File: config.mk
export PLATFORM = sky130hd
export DESIGN_NAME = regfile_read_port
export DESIGN_NICKNAME = d
export VERILOG_FILES = /design/src/rtl/regfile_read_port_pkg.sv /design/src/rtl/regfile_read_port.sv
export SDC_FILE = /design/constraint.sdc
export NUM_CORES = 1
export LEC_CHECK = 0
export ABC_CLOCK_PERIOD_IN_PS = 2520
export CAP_MARGIN = 10
export CORE_ASPECT_RATIO = 0.7
export CORE_MARGIN = 2
export CORE_UTILIZATION = 46
export DETAILED_ROUTE_END_ITERATION = 6
export PLACE_DENSITY_LB_ADDON = 0.1
export SYNTH_ARGS = -nofsm -noshare
export SYNTH_HDL_FRONTEND = slang
export SYNTH_SLANG_ARGS = --single-unit
File: constraint.sdc
create_clock -name clk -period 2.52 [get_ports clk]
set_input_delay 0.504 -clock clk [delete_from_list [all_inputs] [get_ports clk]]
set_output_delay 0.504 -clock clk [all_outputs]
set_load 0.01 [all_outputs]
File: src/rtl/regfile_read_port_pkg.sv
// Shared types and default geometry for the register-file read port.
package regfile_read_port_pkg;
  localparam int WIDTH_DEF = 8;
  localparam int DEPTH_DEF = 8;
  localparam int AW_DEF    = 3;

  typedef enum logic [1:0] {
    IDLE = 2'd0,
    READ = 2'd1,
    RESP = 2'd2
  } rd_state_t;
endpackage

File: src/rtl/regfile_read_port.sv
// Read-side controller: takes single/burst read requests, drives the file's
// read address, captures one register per beat and returns it over valid/ready.
module regfile_read_port
  import regfile_read_port_pkg::*;
#(
  parameter int WIDTH = WIDTH_DEF,
  parameter int DEPTH = DEPTH_DEF,
  parameter int AW    = AW_DEF
) (
  input  logic             clk,
  input  logic             reset_n,
  input  logic             req_valid,
  output logic             req_ready,
  input  logic [AW-1:0]    req_addr,
  input  logic [AW-1:0]    req_len,
  output logic [AW-1:0]    rf_raddr,
  input  logic [WIDTH-1:0] rf_rdata,
  output logic             rsp_valid,
  input  logic             rsp_ready,
  output logic [WIDTH-1:0] rsp_data,
  output logic [AW-1:0]    rsp_addr,
  output logic             rsp_last
);

  rd_state_t     state, state_next;
  logic [AW-1:0] ptr;
  logic [AW-1:0] remaining;

  always_ff @(posedge clk or negedge reset_n) begin
    if (!reset_n) state <= IDLE;
    else          state <= state_next;
  end

  always_comb begin
    state_next = state;
    case (state)
      IDLE:    if (req_valid) state_next = READ;
      READ:    state_next = RESP;
      RESP:    if (rsp_ready) state_next = rsp_last ? IDLE : READ;
      default: state_next = IDLE;
    endcase
  end

  always_comb begin
    req_ready = (state == IDLE);
    rsp_valid = (state == RESP);
    rf_raddr  = ptr;
  end

  // Pointer only moves on accept or on a non-final handshake, so the read
  // address stays put while a beat is being held under backpressure.
  always_ff @(posedge clk or negedge reset_n) begin
    if (!reset_n) begin
      ptr       <= '0;
      remaining <= '0;
      rsp_data  <= '0;
      rsp_addr  <= '0;
      rsp_last  <= 1'b0;
    end else begin
      case (state)
        IDLE: if (req_valid) begin
          ptr       <= req_addr;
          remaining <= req_len;
        end
        READ: begin
          rsp_data <= rf_rdata;
          rsp_addr <= ptr;
          rsp_last <= (remaining == '0);
        end
        RESP: if (rsp_ready && !rsp_last) begin
          ptr       <= ptr + AW'(1);
          remaining <= remaining - AW'(1);
        end
        default: ;
      endcase
    end
  end

endmodule
==> results of run 1 <==
[path summary, 6_finish.rpt]
check / startpoint / endpoint / cells past startpoint
setup / recovery: state[1]$_DFFE_PN0P_ / rsp_valid / 3
hold / removal: rsp_data[4]$_DFFE_PN0N_ / rsp_data[4]$_DFFE_PN0N_ / 1
setup reg to reg: state[1]$_DFFE_PN0P_ / rsp_addr[2]$_DFFE_PN0N_ / 2
hold reg to reg: rsp_data[4]$_DFFE_PN0N_ / rsp_data[4]$_DFFE_PN0N_ / 1
max in group asynchronous: reset_n / rsp_data[4]$_DFFE_PN0N_ / 2
min in group asynchronous: reset_n / rf_raddr[2]$_DFFE_PN0P_ / 2
[registers in the layout, summed over array words and instances, names as in the netlist]
| name | cells |
|---|---|
| rsp_data | 8 |
| remaining | 3 |
| rf_raddr | 3 |
| rsp_addr | 3 |
| state | 2 |
| rsp_last | 1 |
[per-stage QoR]
| stage | instance area (um^2) | total power, mW |
|---|---|---|
| floorplan | 967.2 | 1.157 |
| global placement | 1305 | 1.491 |
| detailed placement | 1305 | 1.527 |
| CTS | 1328 | 1.676 |
| global route | 1328 | 1.783 |
| finish | 1328 | 1.656 |
[logic make-up (layout without fill, tap and decap cells)]
kind of cell	count (synthesis)	after routing
compound gates	11	11
fa+ha+maj	3	3
simple gates	13	13
buf+inv	10	44
mux	16	16
flops	20	20
[synthesized netlist by cell type]
cell,number,area [um^2]
dfrtp_1,20,500.5
mux2_2,12,135.1
inv_1,6,22.52
nor3b_1,4,30.03
ha_1,3,37.54
a21oi_1,2,10.01
a31oi_1,2,12.51
buf_4,2,15.01
buf_6,2,22.52
mux2_4,2,30.03
mux2i_1,2,20.02
nand2_1,2,7.510
nand2b_1,2,12.51
o22a_2,2,20.02
or2b_1,2,15.01
a311oi_1,1,8.760
a32o_1,1,10.01
nand2b_4,1,13.76
nor2_1,1,3.750
nor2b_1,1,6.260
o21ai_0,1,5.000
o22ai_4,1,20.02
o32ai_1,1,8.760
[per-layer routing]
layer  track usage  up-vias  share of wire
met1        0.2158      326           0.44
met2        0.2956       25           0.48
li1              -      328              -
met3       0.06481        4          0.061
met4       0.08182        0          0.019
met5             0        -              0
[worst max-delay path: cells and delay by family (launching register included)]
family / cells / cell delay (ns)
flip-flops: 1 / 0.61
buffers and inverters: 2 / 0.60
AND/OR/NAND/NOR: 1 / 0.15
[power by group through the flow]
| stage | clock network [mW] | registers [mW] | logic (mW) |
|---|---|---|---|
| floorplan | 0 | 0.641 | 0.517 |
| global placement | 0 | 0.625 | 0.866 |
| detailed placement | 0 | 0.636 | 0.892 |
| CTS | 0.154 | 0.628 | 0.894 |
| global route | 0.174 | 0.657 | 0.952 |
| finish | 0.146 | 0.631 | 0.879 |
[layout make-up]
type	count	area, um^2	share of cell area
sequential	20	500.5	0.3770
multi-input combinational	43	406.6	0.3063
timing repair buffer	35	347.8	0.2620
tap	22	27.53	0.02074
clock buffer	3	22.52	0.01697
inverter	6	22.52	0.01697
==> summary.md, run 1 <==
| Metric | Value |
|---|---|
| CTS root buf | `clkbuf_4` |
| Lkg Pwr | `between 0.5 and 0.6 nW` |
| Final setup violation count | `0` |
| Mux contribution to synthesized area | `0.1915` |
| Register area share after synthesis | `0.5175` |
| Post-synthesis instance total | `73` |
| DRC Markers | `2` |
| Worst-Skew Late Latency | `0.30 ns` |
| Slowest cell on crit path | `dfrtp_1` |
| Htree depth | `1` |
| Total core area | `roughly 1900 um^2` |
| Post-CTS Setup Bufs | `0` |
| Non-filler cells, final | `129` |
| Synth Net Count | `94` |
| Max Slew Vio Count | `0` |
| Clock Pin Slew Worst Setup and Hold Paths | `0.10 ns` |
| Initial antenna violation count | `0` |
| Final period util | `0.8596` |
| # IOs | `35` |
| Required time worst endpoint | `2.02 ns` |
| Unique cell type count in the Yosys netlist | `23` |
| Die height | `42.37 um` |
| R2R Setup Slk | `~0.83 ns` |
| Top achievable clock speed | `around 460 MHz` |
| CP endpoint kind | `output port` |
| Power per cell area | `1248 nW/um^2` |
| Sw Share | `0.3464` |
| Gpl congestion | `0.8043` |
| Internal power | `1.082 mW` |
| Initial Util | `0.5039` |
| Largest family of logic cells by synthesized area | `multiplexers` |
| CTS buffer count | `3` |
| DP Worst Slack | `0.5050 ns` |
| Hold WC Path Type | `flip-flop to flip-flop` |
| CTS-repair resized insts | `0` |
| Most common cell after layout, fill and taps aside | `clkdlybuf4s50_1` |
| Number of buffers added on ports | `34` |
| CP max FO | `12` |
| Post-Synth XOR/XNOR Area | `0` |
| Fill cells | `165` |
| DIE AREA | `2491 um^2` |
| Cell Area, Synth | `967.2 um^2` |
| Final Critical Period | `2.166 ns` |
| Final hold violations | `0` |
| Combinational share of power | `0.531` |
| Standard-cell rows | `13` |
| Vias | `between 600 and 700` |
| Vias in the first global route | `679` |
| Max IR drop VDD | `577.2 uV` |
| Synth warnings | `0` |
| Failing checks | `DRC` |
| RSZ-0062 raised after global routing | `false` |
| Tot GR Track Use | `0.1823` |
| CTS tree | `done` |
| Drt via density | `5.295` |
| First-pass GRT wire length | `3229 um` |
| DP Cell Count | `approximately 130` |
| Slowest cell delay on critical path | `between 0.6 and 0.7 ns` |
| Crit Path Category | `flip-flop to output port` |
| Synth Register Bits | `20` |
| Synth Area in Compound Gates | `0.09832` |
| Hold buffer count at CTS | `0` |
| Syn_area_per_cell | `13.25 um^2` |
| Nets | `130` |
| Grt ovf | `0` |
| Sequential share of power | `0.381` |
| Clk buf depth | `2` |
| Critical path cell sequence | `nand2b_4 > inv_1 > clkdlybuf4s50_1` |
| DP Wirelength | `approximately 1500 um` |
| Startpoint Class | `flip-flop` |
| WHS | `approximately 0.51 ns` |
| DR WL/cell | `15.14 um` |
| Largest net degree at the start of global routing | `21` |
| Max Cap Viol | `0` |
| Highest-count cells in the layout ignoring fill and taps | `clkdlybuf4s50_1 (34), dfrtp_1 (20), mux2_2 (12), inv_1 (6), nor3b_1 (4)` |
| Worst rel slew slack | `0.5949` |
| Number of diodes | `0` |
| Initial DRC Count | `14` |
| Clk pwr share | `0.088` |
| Final Util | `0.6917` |
| Area grow syn2layout | `37.26%` |
| DRT antenna net count | `0` |
| Worst slew pin tran | `0.6077 ns` |
| NetSw | `0.5737 mW` |
| Drt pass-1 iters | `6` |
| Worst Path Arrival | `approximately 1.7 ns` |
| Setup TNS Final | `0 ns` |
| Drt total wl | `between 1500 and 2000 um` |
| Adder-Cell Fraction of Synth Area | `0.03881` |
| Status | `finished, violations left` |
| Post-route setup slack | `around 0.35 ns` |
| Share of cells above drive strength 1 | `0.2056` |
| Total clock sinks | `20` |
| Die W | `between 50 and 60 um` |
| Clk_skew | `0.002496 ns` |
| Simple-gate share of the synthesized area | `0.09185` |
Power figures use the tool's default switching activity.
==> inputs of run 2 (changes only) <==
--- a/config.mk
+++ b/config.mk
@@ -6,7 +6,6 @@
 export NUM_CORES = 1
 export LEC_CHECK = 0
 export ABC_CLOCK_PERIOD_IN_PS = 2520
-export CAP_MARGIN = 10
 export CORE_ASPECT_RATIO = 0.7
 export CORE_MARGIN = 2
 export CORE_UTILIZATION = 46
==> results of run 2 <==
The final DEF is identical to that of run 1; final timing and power are the same.
==> patch (settings of run 1) <==
Reset style: synchronous (`reset_n`), changed in 2 clocked blocks.
--- a/src/rtl/regfile_read_port.sv
+++ b/src/rtl/regfile_read_port.sv
@@ -27,5 +27,5 @@
   logic [AW-1:0] remaining;
 
-  always_ff @(posedge clk or negedge reset_n) begin
+  always_ff @(posedge clk) begin
     if (!reset_n) state <= IDLE;
     else          state <= state_next;
@@ -50,5 +50,5 @@
   // Pointer only moves on accept or on a non-final handshake, so the read
   // address stays put while a beat is being held under backpressure.
-  always_ff @(posedge clk or negedge reset_n) begin
+  always_ff @(posedge clk) begin
     if (!reset_n) begin
       ptr       <= '0;
Formal check against the unedited RTL: differs if reset_n is asserted again (counterexample within 4 cycles, from zero or initial values and one cycle with reset_n low); with reset_n held inactive, the same outputs for 10 cycles.
==> patch against run 1 <==
Cell count increased by 24%. Clock skew decreased by 0.0017 ns. Critical path type unchanged. Fmax increased by 1.7%. Setup slack improved by 0.036 ns. Design area decreased by 7.1%. Wire length increased by 0.56%. Critical endpoint unchanged. Sequential cell count unchanged. Area after synthesis decreased by 10%. Synthesized cell count increased by 45%.
Power is not compared: it rests on default switching activity, and its combinational part moved more than twofold at a synthesized area within 25%.
==> patch: results <==
[setup_path]
reg2reg_depth = 4
r2r_slack_ns = 1.02
cp_num_buf_inv = 2
cp.arrival_ns = 1.63
startpoint = state[1]
critPathSlowestCell = clkdlybuf4s50_1
r2r_start = state[1]
r2r_end = rf_raddr[0]
crit_family = buffers and inverters
cpPeakStageDelay_ns = 0.58
worstPathMaxFanout = 7

[timing]
worstMarginPinSlew_ns = 0.689
hold_violations = 0
fin_skew_ns = 0.000780
setup_violations = 0
final.min_clock_period_ns = 2.13

[synthesis]
async_reset_ff_share_pct = 0
ys_top_cells_by_area = dfxtp_1 (46%), nand2_1 (13%), a21oi_1 (9.8%), ha_1 (4.3%), a221oi_2 (3.5%)
synth_commonest_cells = nand2_1 (29), dfxtp_1 (20), a21oi_1 (17)
synth.distinct_cells = 22
ys_warn_count = 0
ys_seq_area_share_pct = 46.0
synth_nets = 127
ys.flop_type = dfxtp_1

[final_layout]
diodes = 0
layout.nets = 161
largest_reg_flops = 8
layout-drive-gt1-share_pct = 7.25
regMostFlops = rsp_data

[cts]
numCtsBuffers = 3
h-tree-depth = 1
cts_buffer_depth = 2
clkTransAtPathRegs_ns = 0.11
ctsResizeCount = 0

[hold_path]
whs_path_depth = 2
hp-class = reg2reg

[placement]
pre_cts_slack_ns = 0.496
gp_congestion = 0.703
dpl.hpwl_mm = 1.43

[power]
p_leak_nw = 0.453

[routing]
dr.first_iter.drc_count = 15
firstDrtPassIters = 4
viasPerCell = 5.13
avgRoutedWirePerCell_um = 12.3
drc = 0

[global_routing]
grt_pass1_wl_mm = 2.99
grt_pass1_vias = 680
antenna_found_initial = 0
grt_util_all_layers_pct = 17.9

[outcome]
status = finished, final reports clean
patch: worst min path at each step:
stage	slack (ns)	end	startpoint
finish	0.46	rsp_data[2]	rsp_data[2]
global route	0.47	rsp_addr[2]	rsp_addr[2]
CTS	0.46	rsp_data[2]	rsp_data[2]
detailed placement	0.45	rsp_data[2]	rsp_data[2]
global placement	0.44	remaining[1]	remaining[1]
floorplan	0.43	remaining[1]	remaining[1]
patch: final cells by class:
cell class,instances,area [um^2]
inverters,7,26.3
fillers,159,588
well taps,22,27.5
multi-input cells,73,409
clock buffers,3,22.5
repair buffers,35,348
flip-flops and latches,20,400
patch: logic make-up after synthesis:
| kind of cell | share of synthesized area [%] |
|---|---|
| flip-flops | 46.0 |
| AND/OR/NAND/NOR | 22.2 |
| buffers and inverters | 6.91 |
| AO/OA/AOI/OAI | 20.6 |
| adder cells (fa/ha/maj) | 4.32 |
patch: worst min-delay path, cell delays in order, from the launching register on:
cell and delay (ns):
dfxtp_1 0.32, nand2_1 0.05, a21oi_1 0.05
patch: per-stage QoR:
stage,total power [mW],hold WS [ns],std cells,area [um^2]
floorplan,0.443,0.432,106,870
global placement,0.512,0.437,157,1210
detailed placement,0.517,0.447,157,1210
CTS,0.668,0.463,160,1230
global route,0.697,0.474,160,1230
finish,0.659,0.459,160,1230
patch: power by group through the flow:
stage	Clock, mW	Sequential [mW]	Combinational [mW]
detailed placement	0	0.360	0.157
global placement	0	0.359	0.153
global route	0.168	0.356	0.172
finish	0.149	0.353	0.157
floorplan	0	0.364	0.0787
CTS	0.157	0.353	0.158
patch: metal layers:
metal / routed length [um] / vias to the layer above / GRT usage [%]
met2: 842 / 25 / 31.2
met3: 120 / 2 / 7.10
li1: - / 418 / -
met1: 983 / 376 / 20.8
met4: 18 / 0 / 6.55
met5: 0 / - / 0
